<file path="config.mk">
export PLATFORM = sky130hd
export DESIGN_NAME = sdc_controller_core_flat
export DESIGN_NICKNAME = d
export VERILOG_FILES = /design/src/rtl/sdc_regs_pkg.sv /design/src/rtl/sdc_controller_core_if.sv /design/src/rtl/sdc_byte_reg.sv /design/src/rtl/sdc_controller_core.sv /design/src/flat_wrapper.sv
export SDC_FILE = /design/constraint.sdc
export NUM_CORES = 1
export LEC_CHECK = 0
export ABC_CLOCK_PERIOD_IN_PS = 3600
export CORE_MARGIN = 3
export CORE_UTILIZATION = 48
export CTS_BUF_LIST = sky130_fd_sc_hd__clkbuf_2
export CTS_CLUSTER_SIZE = 20
export DETAILED_ROUTE_END_ITERATION = 7
export PLACE_DENSITY = 0.95
export SLEW_MARGIN = 15
export SYNTH_ARGS = -nofsm -noshare
export SYNTH_HDL_FRONTEND = slang
export SYNTH_SLANG_ARGS = --single-unit
</file>
<file path="constraint.sdc">
create_clock -name clk -period 3.6 [get_ports clk]
set_clock_uncertainty 0.15 [all_clocks]
set_input_delay 0.72 -clock clk [delete_from_list [all_inputs] [get_ports clk]]
set_output_delay 0.72 -clock clk [all_outputs]
set_load 0.01 [all_outputs]
</file>
<file path="src/rtl/sdc_regs_pkg.sv">
// -----------------------------------------------------------------------------
// sdc_regs_pkg
// Shared definitions for the SD-card controller host register file:
//   - byte offsets of every register in the 7-bit host address space
//   - the 5-bit register index (offset[6:2]) of each register
//   - register widths and default reset constants
// -----------------------------------------------------------------------------
package sdc_regs_pkg;

  // Byte offsets (addr[6:0]); every register is 32-bit aligned.
  localparam logic [6:0] ADDR_ARGUMENT    = 7'h00;
  localparam logic [6:0] ADDR_COMMAND     = 7'h04;
  localparam logic [6:0] ADDR_RESP0       = 7'h08;
  localparam logic [6:0] ADDR_RESP1       = 7'h0C;
  localparam logic [6:0] ADDR_RESP2       = 7'h10;
  localparam logic [6:0] ADDR_RESP3       = 7'h14;
  localparam logic [6:0] ADDR_TIMEOUT     = 7'h20;
  localparam logic [6:0] ADDR_CLKDIV      = 7'h24;
  localparam logic [6:0] ADDR_SOFTRST     = 7'h28;
  localparam logic [6:0] ADDR_CMD_EVENT   = 7'h34;
  localparam logic [6:0] ADDR_CMD_ISR_EN  = 7'h38;
  localparam logic [6:0] ADDR_DATA_EVENT  = 7'h3C;
  localparam logic [6:0] ADDR_DATA_ISR_EN = 7'h40;
  localparam logic [6:0] ADDR_BLKSIZE     = 7'h44;
  localparam logic [6:0] ADDR_BLKCNT      = 7'h48;

  // Register index = word address; the decoder compares addr[6:2] against these.
  localparam logic [4:0] IDX_ARGUMENT    = ADDR_ARGUMENT[6:2];
  localparam logic [4:0] IDX_COMMAND     = ADDR_COMMAND[6:2];
  localparam logic [4:0] IDX_RESP0       = ADDR_RESP0[6:2];
  localparam logic [4:0] IDX_RESP1       = ADDR_RESP1[6:2];
  localparam logic [4:0] IDX_RESP2       = ADDR_RESP2[6:2];
  localparam logic [4:0] IDX_RESP3       = ADDR_RESP3[6:2];
  localparam logic [4:0] IDX_TIMEOUT     = ADDR_TIMEOUT[6:2];
  localparam logic [4:0] IDX_CLKDIV      = ADDR_CLKDIV[6:2];
  localparam logic [4:0] IDX_SOFTRST     = ADDR_SOFTRST[6:2];
  localparam logic [4:0] IDX_CMD_EVENT   = ADDR_CMD_EVENT[6:2];
  localparam logic [4:0] IDX_CMD_ISR_EN  = ADDR_CMD_ISR_EN[6:2];
  localparam logic [4:0] IDX_DATA_EVENT  = ADDR_DATA_EVENT[6:2];
  localparam logic [4:0] IDX_DATA_ISR_EN = ADDR_DATA_ISR_EN[6:2];
  localparam logic [4:0] IDX_BLKSIZE     = ADDR_BLKSIZE[6:2];
  localparam logic [4:0] IDX_BLKCNT      = ADDR_BLKCNT[6:2];

  // Register widths.
  localparam int unsigned W_ARGUMENT = 32;
  localparam int unsigned W_COMMAND  = 14;
  localparam int unsigned W_TIMEOUT  = 24;
  localparam int unsigned W_CLKDIV   = 8;
  localparam int unsigned W_SOFTRST  = 1;
  localparam int unsigned W_EVENT    = 5;
  localparam int unsigned W_BLKSIZE  = 12;
  localparam int unsigned W_BLKCNT   = 16;

  // Default reset constants.
  localparam logic [W_BLKSIZE-1:0] BLKSIZE_RST_DEF = 12'h200;
  localparam logic [W_TIMEOUT-1:0] TIMEOUT_RST_DEF = 24'h0;
  localparam logic [W_SOFTRST-1:0] SOFTRST_RST     = 1'b1;

endpackage

</file>
<file path="src/rtl/sdc_controller_core_if.sv">
// -----------------------------------------------------------------------------
// sdc_controller_core_if
// Host byte bus of the register file.
//   addr     : [7]=write enable, [6:2]=register index, [1:0]=byte lane
//   data_in  : write byte
//   data_out : registered read byte (one clk latency)
// The host side uses the master modport, the register file the slave modport.
// -----------------------------------------------------------------------------
interface sdc_controller_core_if;
  logic [7:0] addr;
  logic [7:0] data_in;
  logic [7:0] data_out;

  modport master (output addr, output data_in, input data_out);
  modport slave  (input addr, input data_in, output data_out);
endinterface

</file>
<file path="src/rtl/sdc_byte_reg.sv">
// -----------------------------------------------------------------------------
// sdc_byte_reg
// W-bit (W <= 32) configuration register with byte-lane write access.
//   clk     : clock, rising edge
//   rst     : synchronous active-low reset, loads RST
//   we      : write strobe
//   lane    : byte lane written when we=1 (lane 0 = bits [7:0])
//   byte_in : write byte; bits landing above W are dropped
//   q_o     : register value
// -----------------------------------------------------------------------------
module sdc_byte_reg #(
  parameter int unsigned W   = 8,
  parameter logic [W-1:0] RST = '0
) (
  input  logic         clk,
  input  logic         rst,
  input  logic         we,
  input  logic [1:0]   lane,
  input  logic [7:0]   byte_in,
  output logic [W-1:0] q_o
);

  logic [W-1:0] q_q;
  logic [W-1:0] q_d;

  // Narrow registers (W < 8) never look at the upper write bits.
  logic unused_byte_in;
  assign unused_byte_in = ^byte_in;

  // Each bit belongs to exactly one lane; bits outside the addressed lane hold.
  for (genvar i = 0; i < int'(W); i++) begin : g_bit
    assign q_d[i] = (we && (lane == 2'(i / 8))) ? byte_in[i % 8] : q_q[i];
  end

  // NOTE: sequential state uses non-blocking assignments so every flop samples
  // the pre-edge values regardless of process evaluation order.
  // NOTE: reset is synchronous and has priority over the write path, so a
  // held write is simply lost for the reset cycle and resumes afterwards.
  always_ff @(posedge clk) begin
    if (!rst) begin
      q_q <= RST;
    end else begin
      q_q <= q_d;
    end
  end

  assign q_o = q_q;

endmodule

</file>
<file path="src/rtl/sdc_controller_core.sv">
// -----------------------------------------------------------------------------
// sdc_controller_core
// Byte-wide host register file of the SD-card controller.
//   clk, rst        : clock and synchronous active-low reset
//   host            : host byte bus (addr / data_in / data_out)
//   response_i      : 128-bit card response, read-only at 0x08..0x14
//   cmd_event_i     : command event status, read-only at 0x34
//   data_event_i    : data event status, read-only at 0x3C
//   argument_o ..   : configuration register values to the engines
//   cmd_start_o     : high the cycle after every edge that wrote offset 0x04
//   irq_o           : registered OR of enabled command/data events
// -----------------------------------------------------------------------------
module sdc_controller_core
  import sdc_regs_pkg::*;
#(
  parameter logic [11:0] BLKSIZE_RST = BLKSIZE_RST_DEF,
  parameter logic [23:0] TIMEOUT_RST = TIMEOUT_RST_DEF
) (
  input  logic                  clk,
  input  logic                  rst,
  sdc_controller_core_if.slave  host,
  input  logic [127:0]          response_i,
  input  logic [W_EVENT-1:0]    cmd_event_i,
  input  logic [W_EVENT-1:0]    data_event_i,
  output logic [W_ARGUMENT-1:0] argument_o,
  output logic [W_COMMAND-1:0]  command_o,
  output logic                  cmd_start_o,
  output logic [W_TIMEOUT-1:0]  cmd_timeout_o,
  output logic [W_CLKDIV-1:0]   clock_divider_o,
  output logic                  soft_reset_o,
  output logic [W_EVENT-1:0]    cmd_isr_en_o,
  output logic [W_EVENT-1:0]    data_isr_en_o,
  output logic [W_BLKSIZE-1:0]  blksize_o,
  output logic [W_BLKCNT-1:0]   blkcnt_o,
  output logic                  irq_o
);

  // ---------------------------------------------------------------------------
  // Address decode
  // ---------------------------------------------------------------------------
  logic       wr;
  logic [4:0] idx;
  logic [1:0] lane;

  assign wr   = host.addr[7];
  assign idx  = host.addr[6:2];
  assign lane = host.addr[1:0];

  logic we_argument, we_command, we_timeout, we_clkdiv, we_softrst;
  logic we_cmd_isr_en, we_data_isr_en, we_blksize, we_blkcnt;

  assign we_argument    = wr && (idx == IDX_ARGUMENT);
  assign we_command     = wr && (idx == IDX_COMMAND);
  assign we_timeout     = wr && (idx == IDX_TIMEOUT);
  assign we_clkdiv      = wr && (idx == IDX_CLKDIV);
  assign we_softrst     = wr && (idx == IDX_SOFTRST);
  assign we_cmd_isr_en  = wr && (idx == IDX_CMD_ISR_EN);
  assign we_data_isr_en = wr && (idx == IDX_DATA_ISR_EN);
  assign we_blksize     = wr && (idx == IDX_BLKSIZE);
  assign we_blkcnt      = wr && (idx == IDX_BLKCNT);

  // ---------------------------------------------------------------------------
  // RW registers
  // ---------------------------------------------------------------------------
  sdc_byte_reg #(.W(W_ARGUMENT), .RST('0)) u_argument (
    .clk(clk), .rst(rst), .we(we_argument), .lane(lane),
    .byte_in(host.data_in), .q_o(argument_o));

  sdc_byte_reg #(.W(W_COMMAND), .RST('0)) u_command (
    .clk(clk), .rst(rst), .we(we_command), .lane(lane),
    .byte_in(host.data_in), .q_o(command_o));

  sdc_byte_reg #(.W(W_TIMEOUT), .RST(TIMEOUT_RST)) u_timeout (
    .clk(clk), .rst(rst), .we(we_timeout), .lane(lane),
    .byte_in(host.data_in), .q_o(cmd_timeout_o));

  sdc_byte_reg #(.W(W_CLKDIV), .RST('0)) u_clkdiv (
    .clk(clk), .rst(rst), .we(we_clkdiv), .lane(lane),
    .byte_in(host.data_in), .q_o(clock_divider_o));

  sdc_byte_reg #(.W(W_SOFTRST), .RST(SOFTRST_RST)) u_softrst (
    .clk(clk), .rst(rst), .we(we_softrst), .lane(lane),
    .byte_in(host.data_in), .q_o(soft_reset_o));

  sdc_byte_reg #(.W(W_EVENT), .RST('0)) u_cmd_isr_en (
    .clk(clk), .rst(rst), .we(we_cmd_isr_en), .lane(lane),
    .byte_in(host.data_in), .q_o(cmd_isr_en_o));

  sdc_byte_reg #(.W(W_EVENT), .RST('0)) u_data_isr_en (
    .clk(clk), .rst(rst), .we(we_data_isr_en), .lane(lane),
    .byte_in(host.data_in), .q_o(data_isr_en_o));

  sdc_byte_reg #(.W(W_BLKSIZE), .RST(BLKSIZE_RST)) u_blksize (
    .clk(clk), .rst(rst), .we(we_blksize), .lane(lane),
    .byte_in(host.data_in), .q_o(blksize_o));

  sdc_byte_reg #(.W(W_BLKCNT), .RST('0)) u_blkcnt (
    .clk(clk), .rst(rst), .we(we_blkcnt), .lane(lane),
    .byte_in(host.data_in), .q_o(blkcnt_o));

  // ---------------------------------------------------------------------------
  // Read mux: select the 32-bit word, then the byte lane
  // ---------------------------------------------------------------------------
  logic [31:0] rd_word;
  logic [7:0]  rd_byte;
  logic [7:0]  data_out_q, data_out_d;
  logic        cmd_start_q, cmd_start_d;
  logic        irq_q, irq_d;

  // NOTE: every variable gets a default at the top of the block so no path
  // can leave it unassigned and infer a latch.
  always_comb begin
    rd_word = '0;
    case (idx)
      IDX_ARGUMENT:    rd_word = argument_o;
      IDX_COMMAND:     rd_word = 32'(command_o);
      IDX_RESP0:       rd_word = response_i[31:0];
      IDX_RESP1:       rd_word = response_i[63:32];
      IDX_RESP2:       rd_word = response_i[95:64];
      IDX_RESP3:       rd_word = response_i[127:96];
      IDX_TIMEOUT:     rd_word = 32'(cmd_timeout_o);
      IDX_CLKDIV:      rd_word = 32'(clock_divider_o);
      IDX_SOFTRST:     rd_word = 32'(soft_reset_o);
      IDX_CMD_EVENT:   rd_word = 32'(cmd_event_i);
      IDX_CMD_ISR_EN:  rd_word = 32'(cmd_isr_en_o);
      IDX_DATA_EVENT:  rd_word = 32'(data_event_i);
      IDX_DATA_ISR_EN: rd_word = 32'(data_isr_en_o);
      IDX_BLKSIZE:     rd_word = 32'(blksize_o);
      IDX_BLKCNT:      rd_word = 32'(blkcnt_o);
      default:         rd_word = '0;
    endcase

    rd_byte = rd_word[8*lane +: 8];

    // data_out only follows reads; a write cycle keeps the last read byte.
    data_out_d  = wr ? data_out_q : rd_byte;
    cmd_start_d = we_command;
    irq_d       = (|(cmd_event_i & cmd_isr_en_o)) | (|(data_event_i & data_isr_en_o));
  end

  always_ff @(posedge clk) begin
    if (!rst) begin
      data_out_q  <= '0;
      cmd_start_q <= 1'b0;
      irq_q       <= 1'b0;
    end else begin
      data_out_q  <= data_out_d;
      cmd_start_q <= cmd_start_d;
      irq_q       <= irq_d;
    end
  end

  assign host.data_out = data_out_q;
  assign cmd_start_o   = cmd_start_q;
  assign irq_o         = irq_q;

endmodule

</file>
<file path="src/flat_wrapper.sv">
// flat-port wrapper written by rule: the top's interface ports become plain ports
module sdc_controller_core_flat import sdc_regs_pkg::*;
#(
  parameter logic [11:0] BLKSIZE_RST = BLKSIZE_RST_DEF,
  parameter logic [23:0] TIMEOUT_RST = TIMEOUT_RST_DEF
)
  (clk, rst, response_i, cmd_event_i, data_event_i, argument_o, command_o, cmd_start_o, cmd_timeout_o, clock_divider_o, soft_reset_o, cmd_isr_en_o, data_isr_en_o, blksize_o, blkcnt_o, irq_o, host_addr, host_data_in, host_data_out);
  sdc_controller_core_if host_i ();
  input  logic clk;
  input  logic rst;
  input  logic [127:0] response_i;
  input  logic [W_EVENT-1:0] cmd_event_i;
  input  logic [W_EVENT-1:0] data_event_i;
  output logic [W_ARGUMENT-1:0] argument_o;
  output logic [W_COMMAND-1:0] command_o;
  output logic cmd_start_o;
  output logic [W_TIMEOUT-1:0] cmd_timeout_o;
  output logic [W_CLKDIV-1:0] clock_divider_o;
  output logic soft_reset_o;
  output logic [W_EVENT-1:0] cmd_isr_en_o;
  output logic [W_EVENT-1:0] data_isr_en_o;
  output logic [W_BLKSIZE-1:0] blksize_o;
  output logic [W_BLKCNT-1:0] blkcnt_o;
  output logic irq_o;
  input wire logic [$bits(host_i.addr)-1:0] host_addr;
  input wire logic [$bits(host_i.data_in)-1:0] host_data_in;
  output wire logic [$bits(host_i.data_out)-1:0] host_data_out;
  assign host_i.addr = host_addr;
  assign host_i.data_in = host_data_in;
  assign host_data_out = host_i.data_out;
  sdc_controller_core #(.BLKSIZE_RST(BLKSIZE_RST), .TIMEOUT_RST(TIMEOUT_RST)) u_core (.clk(clk), .rst(rst), .host(host_i), .response_i(response_i), .cmd_event_i(cmd_event_i), .data_event_i(data_event_i), .argument_o(argument_o), .command_o(command_o), .cmd_start_o(cmd_start_o), .cmd_timeout_o(cmd_timeout_o), .clock_divider_o(clock_divider_o), .soft_reset_o(soft_reset_o), .cmd_isr_en_o(cmd_isr_en_o), .data_isr_en_o(data_isr_en_o), .blksize_o(blksize_o), .blkcnt_o(blkcnt_o), .irq_o(irq_o));
endmodule
</file>
==> impl_results.md, run 1 <==
* Clk_lat worst skew at 720 ps
* Largest net degree at the start of global routing at 119
* DRC at 0
* Combinational share of power at 15.5%
* Outcome: finished clean
* CP endpoint kind: register
* Initial antenna violation count at 1
* WL final at 30.8 mm
* CTS tree: yes
* Arr. time, crit path at 3210 ps
* Internal Power at between 2 and 2.5 mW
* Crit path time final at 2740 ps
* CP startpoint kind: input port
* Delay-heaviest family, CP: simple AND/OR/NAND/NOR gates
* Unique masters post-synth at 58
* Core footprint at 0.0134 mm2
* Final hold vios at 0
* Cts repair resizes at 0
* Root Driver: clkbuf_2
* Nets at 1238
* Hold WC Path Type: reg -> reg
* Pwr Total at 2.90 mW
* DP HPWL at around 22 mm
* Final ANT Viol Nets at 0
* Layout fillers at 923
* Grt total ovfl at 0
* R2R setup slack at 1720 ps
* DR WL/cell at 24.2 um
* CP cell instances: clkdlybuf4s50_1 > or3b_1 > nor2_1 > a22o_1 > a221oi_1 > and3_1 > o31ai_1
* Routed vias at 8327
* Avg Vias per Cell at 6.55
* PwrDens at 290 mW/mm2
* Flops & latches, synth at 127
* Setup TNS at 0 ps
* GRT Util Overall at roughly two fifths
* Clock group share of total power at 35.6%
* First-pass GRT wire length at ~45 mm
* DIE AREA at about 0.015 mm2
* Max rail drop VDD at roughly 0.17 mV
* Starting Density at roughly half
* Tightest Pin Transition at between 1000 and 1500 ps
* CTS max path bufs at 2
* Max Used Layer: met4
* DR WL met3 at roughly 4.7 mm
* Part of the cycle the worst path needs at 76.0%
* Clock slew at reported path FFs at between 150 and 200 ps
* WP buf/inv at 1
* Setup Buffers After CTS at 0
* Proportion of layout cells with a drive suffix above 1 at 9.96%
* GPL Wtd Cong at between 1 and 1.5
* Setup Crit Path Kind: in -> reg
* Drt pass-1 iters at 7
* Max Fclk at 0.365 GHz
* Post-synthesis async set-or-reset flop share at 0%
* Yosys warns at 0
* Critical-path top delay cell: clkdlybuf4s50_1
* R2R cell count at 6
* # setup viols final at 0
* Port Buf Inserts at 282
* Post-synthesis sequential area ratio at 38.2%
* Post-synthesis cell count at 799
* Synth area leader: dfxtp_1
* CTS buffer count at 17
* Cell area after synthesis at around 0.0067 mm2
* Synth area leaders: dfxtp_1 38%, mux2i_1 11%, a22oi_1 8.1%
* Reg power frac at 48.9%
* Chip Width at around 120 um
* RSZ-0062 raised after global routing: false
* Hold Buf Count CTS at 0
* Slew HR at 30.5%
* Crit-path max FO at 12
* Metal2 WL at 13.7 mm
* H-tree depth at 4
* Row Count at 42
* Post-synth top area share at between 30% and 40%
* Layout area overhead at 50.6%
* Max stage delay on crit path at roughly 700 ps
* Most used DFF post-synth: dfxtp_1
* Hold Crit Start: u_core.u_blkcnt.q_o[6]
* WL met1 at roughly 10 mm
* Worst r2r dst: u_core.host.data_out[3]
* Detailed Route Iter0 Violations at 1633
* Vias in the first global route at 7819
* Die Ht at 124 um
* Synthesized net count at between 900 and 1000
* Synth Area per Inst at between 8 and 9 um2
* Net switching power at 0.806 mW
* Ports at between 200 and 300
* Hold Path End: u_core.u_blkcnt.q_o[6]
* Hold depth at 2
* CP required at 4070 ps
* Number of synthesized flops with an enable pin at 0
* Number of clock sinks at 127
* P_leak at 3.31 nW
* Reg2reg start: u_core.u_data_isr_en.q_o[3]
* Slew Limit Fails at 0
* Sw Share at 27.8%
* Maxcap violations at 0
==> layout by cell type (no fill, tap or decap), types with 4 or more instances in the layout <==
cell,count
nor3_1,9
nand2b_1,7
o31ai_1,4
nor3_2,4
a22o_1,10
nand2_1,134
nor2b_1,7
nand3_1,27
nor2_2,7
clkbuf_2,17
nor3b_1,5
bufinv_16,4
nor2_1,76
o21ai_0,9
dfxtp_1,127
a21oi_1,66
clkdlybuf4s50_1,282
a31oi_1,5
and2_1,5
and3_1,5
a31o_2,6
a211oi_1,6
nor2_4,4
nand4_1,10
mux2i_1,75
a221oi_1,10
a32oi_1,4
buf_4,42
a22oi_1,72
==> power groups by stage <==
stage	sequential (mW)	combinational (mW)	clock [mW]
final	1.42	0.451	1.03
after detailed placement	1.45	0.433	0
after CTS	1.42	0.437	1.03
after global placement	1.45	0.430	0
after global routing	1.42	0.465	1.10
after floorplan	1.45	0.158	0
==> stage by stage <==
step | cell area, um2 | setup WS (ps) | hold WS (ps) | util [%] | instances
CTS | 10000 | 890 | 339 | 74.8 | 1270
detailed placement | 9750 | 167 | 314 | 72.8 | 1239
floorplan | 6660 | 1220 | 334 | - | 799
global route | 10000 | 839 | 365 | 74.8 | 1271
global placement | 9750 | 296 | 309 | 72.8 | 1239
finish | 10000 | 862 | 343 | 74.8 | 1271
==> cell usage after synthesis, drive strengths merged (4+ instances only) <==
| library cell | n |
|---|---|
| and2 | 5 |
| nor3 | 15 |
| a22oi | 72 |
| a221oi | 12 |
| o31ai | 4 |
| a211oi | 6 |
| nand4 | 10 |
| mux2i | 75 |
| a21oi | 66 |
| a31oi | 5 |
| nor4 | 4 |
| nor3b | 5 |
| a32oi | 4 |
| clkbuf | 30 |
| nand3 | 27 |
| nor2b | 7 |
| nand2 | 134 |
| nand2b | 7 |
| a31o | 7 |
| dfxtp | 127 |
| buf | 33 |
| a22o | 10 |
| nor2 | 87 |
| and3 | 5 |
| o21ai | 11 |
==> area by class of cell <==
class / count / area (um2) / area share [%]
repair buffers: 327 / 3200 / 31.9
well taps: 176 / 220 / 2.20
clock buffers: 17 / 85.1 / 0.848
inverters: 2 / 8.76 / 0.0873
flip-flops and latches: 127 / 2540 / 25.4
diodes: 1 / 2.50 / 0.0250
multi-input cells: 607 / 3780 / 37.7
clock inverters: 14 / 190 / 1.90
==> worst max-delay path by stage <==
stage / startpoint / to / slack [ps] / cells after the start
finish: host_addr[2] / u_core.host.data_out[4] / 860 / 7
detailed placement: host_addr[2] / u_core.host.data_out[4] / 170 / 8
global placement: host_addr[2] / u_core.host.data_out[4] / 300 / 8
global route: host_addr[2] / u_core.host.data_out[0] / 840 / 8
floorplan: host_addr[6] / u_core.host.data_out[5] / 1220 / 8
CTS: host_addr[2] / u_core.host.data_out[4] / 890 / 8
==> flip-flops by register name (all words and copies together) (netlist names) <==
register	flops
u_core.u_blkcnt.q_o	16
u_core.u_clkdiv.q_o	8
u_core.u_command.q_o	14
u_core.u_cmd_isr_en.q_o	5
u_core.u_softrst.q_o	1
u_core.irq_o	1
u_core.u_argument.q_o	32
u_core.cmd_start_o	1
u_core.u_blksize.q_o	12
u_core.u_timeout.q_o	24
u_core.u_data_isr_en.q_o	5
u_core.host.data_out	8
==> cells by family after synthesis <==
kind of cell / Yosys count / synth area share, %
simple gates: 315 / 22.6
compound gates: 213 / 22.2
flops: 127 / 38.2
mux: 78 / 11.8
buf+inv: 65 / 5.15
xor+xnor: 1 / 0.132
==> metal layers <==
layer / up-vias / GRT usage [%]
met5: - / 0
met4: 0 / 21.4
met3: 210 / 11.9
met2: 827 / 60.5
met1: 3799 / 46.9
li1: 3491 / -
==> worst register-to-register path, delay by kind of cell, from the launching register on <==
family | cells | cell delay (ps)
compound gates | 4 | 850
flops | 1 | 400
mux | 1 | 280
simple gates | 1 | 80
No activity file was read; power rests on OpenSTA's default activity.
==> inputs of run 2 (changes only) <==
--- a/config.mk
+++ b/config.mk
@@ -5,13 +5,13 @@
 export SDC_FILE = /design/constraint.sdc
 export NUM_CORES = 1
 export LEC_CHECK = 0
-export ABC_CLOCK_PERIOD_IN_PS = 3600
+export ABC_CLOCK_PERIOD_IN_PS = 2620
 export CORE_MARGIN = 3
-export CORE_UTILIZATION = 48
+export CORE_UTILIZATION = 44
 export CTS_BUF_LIST = sky130_fd_sc_hd__clkbuf_2
 export CTS_CLUSTER_SIZE = 20
 export DETAILED_ROUTE_END_ITERATION = 7
-export PLACE_DENSITY = 0.95
+export PLACE_DENSITY = 0.93
 export SLEW_MARGIN = 15
 export SYNTH_ARGS = -nofsm -noshare
 export SYNTH_HDL_FRONTEND = slang
==> constraint.sdc (replaced) <==
create_clock -name clk -period 2.62 [get_ports clk]
set_clock_uncertainty 0.15 [all_clocks]
set_input_delay 0.524 -clock clk [delete_from_list [all_inputs] [get_ports clk]]
set_output_delay 0.524 -clock clk [all_outputs]
set_load 0.01 [all_outputs]
==> impl_results.md, run 2 (same netlist as run 1, synthesis figures left out) <==
* Proportion of layout cells with a drive suffix above 1 at 14.1%
* Initial antenna violation count at 4
* Crit path time final at 2490 ps
* Clock slew at reported path FFs at between 200 and 250 ps
* GRT Util Overall at a little under two fifths
* H-tree depth at 4
* Ports at 283
* Hold slack final at 314 ps
* Arr. time, crit path at about 1800 ps
* Nets at 1290
* GPL Wtd Cong at 1.08
* DP HPWL at 24.0 mm
* Root Driver: clkbuf_2
* Setup Crit Path Kind: reg -> out
* Top Usage Layer GRT: met2
* Part of the cycle the worst path needs at 95.0%
* Port Buf Inserts at around 280
* GR Util met3 at about 11%
* Chip Width at between 100 and 150 um
* Outcome: finished clean
* Starting Density at 45.5%
* Detailed Route Iter0 Violations at 1315
* # setup viols final at 0
* Clk_lat worst skew at 720 ps
* Commonest cells after routing, fill and taps aside: 282 x clkdlybuf4s50_1, 134 x nand2_1, 127 x dfxtp_1
* Setup WS pre-CTS at -380 ps
* Drt pass-1 iters at 7
* Largest net degree at the start of global routing at 119
* Core footprint at 0.0146 mm2
* Setup Buffers After CTS at 0
* Die Ht at roughly 130 um
* CTS tree: yes
* First-pass GRT wire length at 46.9 mm
* PwrDens at 374 mW/mm2
* P_leak at 3.61 nW
* Cts repair resizes at 0
* CP required at 1950 ps
* CTS max path bufs at 2
* Grt total ovfl at 0
* Met2 Use GR at about three fifths
* Crit-path max FO at 3
* Final ANT Viol Nets at 0
* DRC at 0
* Max rail drop VDD at around 0.27 mV
* Pwr Total at 3.96 mW
* Delay-heaviest family, CP: buffers and inverters
* Critical-path top delay cell: clkdlybuf4s50_1
* DIE AREA at 0.0166 mm2
* Hold WC Path Type: in -> reg
* Slew HR at 48.2%
* CP cell instances: clkdlybuf4s50_1
* Layout fillers at 1038
* Layout area overhead at 59.2%
* Vias in the first global route at 8233
* CP startpoint kind: register
* Hold Buf Count CTS at 0
* WL final at 31.9 mm
* WP buf/inv at 1
* Setup TNS at 0 ps
* Tightest Pin Transition at around 770 ps
* Avg Vias per Cell at approximately 6.4
* Row Count at 44
* GR Util met1 at 44.7%
* Final worst slack at 132 ps
* Max Fclk at roughly 0.4 GHz
* CP endpoint kind: output pin
* Max stage delay on crit path at 590 ps
* Final hold vios at 0
* Slew Limit Fails at 0
* DR WL/cell at 23.9 um
* RSZ-0062 raised after global routing: false
* Number of clock sinks at 127
* Maxcap violations at 0
* Routed vias at roughly 8500
* CTS buffer count at 17
* Most common cell after layout, fill and taps aside: clkdlybuf4s50_1
* Largest register FFs at 32
[run 2: cell count changes in the layout (fill, tap and decap cells not counted)]
cell        before  now
buf_12           3   18
clkinv_2         2    3
buf_4           42   79
clkinvlp_4       3    2
diode_2          1    2
bufinv_16        4    3
clkbuf_2        17   18
clkinv_4         2    3
[run 2: per-stage QoR]
step	cells	instance area, um2	utilization [%]
floorplan	799	6660	-
global placement	1299	10300	70.6
detailed placement	1299	10300	70.6
CTS	1331	10600	72.4
global route	1332	10600	72.4
finish	1333	10600	72.4
[run 2: final timing paths]
path	start	to	slack [ps]	cells past startpoint
max	u_core.u_command.q_o[1]	command_o[1]	130	1
min	rst	u_core.u_softrst.q_o	310	2
max reg2reg	u_core.u_argument.q_o[3]	u_core.host.data_out[3]	830	6
min reg2reg	u_core.u_blkcnt.q_o[0]	u_core.u_blkcnt.q_o[0]	340	2
[run 2: power by group]
| group | switching (mW) | internal (mW) |
|---|---|---|
| registers | 0.00828 | 1.94 |
| clock network | 0.805 | 0.536 |
| logic | 0.312 | 0.356 |
| total | 1.12 | 2.84 |
[run 2: layout make-up]
cell class / instances / area (um2) / share of cell area, %
clock inverters: 14 / 166 / 1.57
inverters: 2 / 8.76 / 0.0826
multi-input cells: 607 / 3780 / 35.7
repair buffers: 379 / 3780 / 35.6
flip-flops and latches: 127 / 2540 / 24.0
well taps: 184 / 230 / 2.17
clock buffers: 18 / 90.1 / 0.850
diodes: 2 / 5.00 / 0.0472
[run 2: per-layer routing]
layer / share of wire (%) / routed length [um] / vias up
li1: - / - / 3601
met1: 36 / 11400 / 3954
met2: 46 / 14500 / 747
met3: 13 / 4160 / 166
met4: 5.5 / 1760 / 4
met5: 0.069 / 22 / -
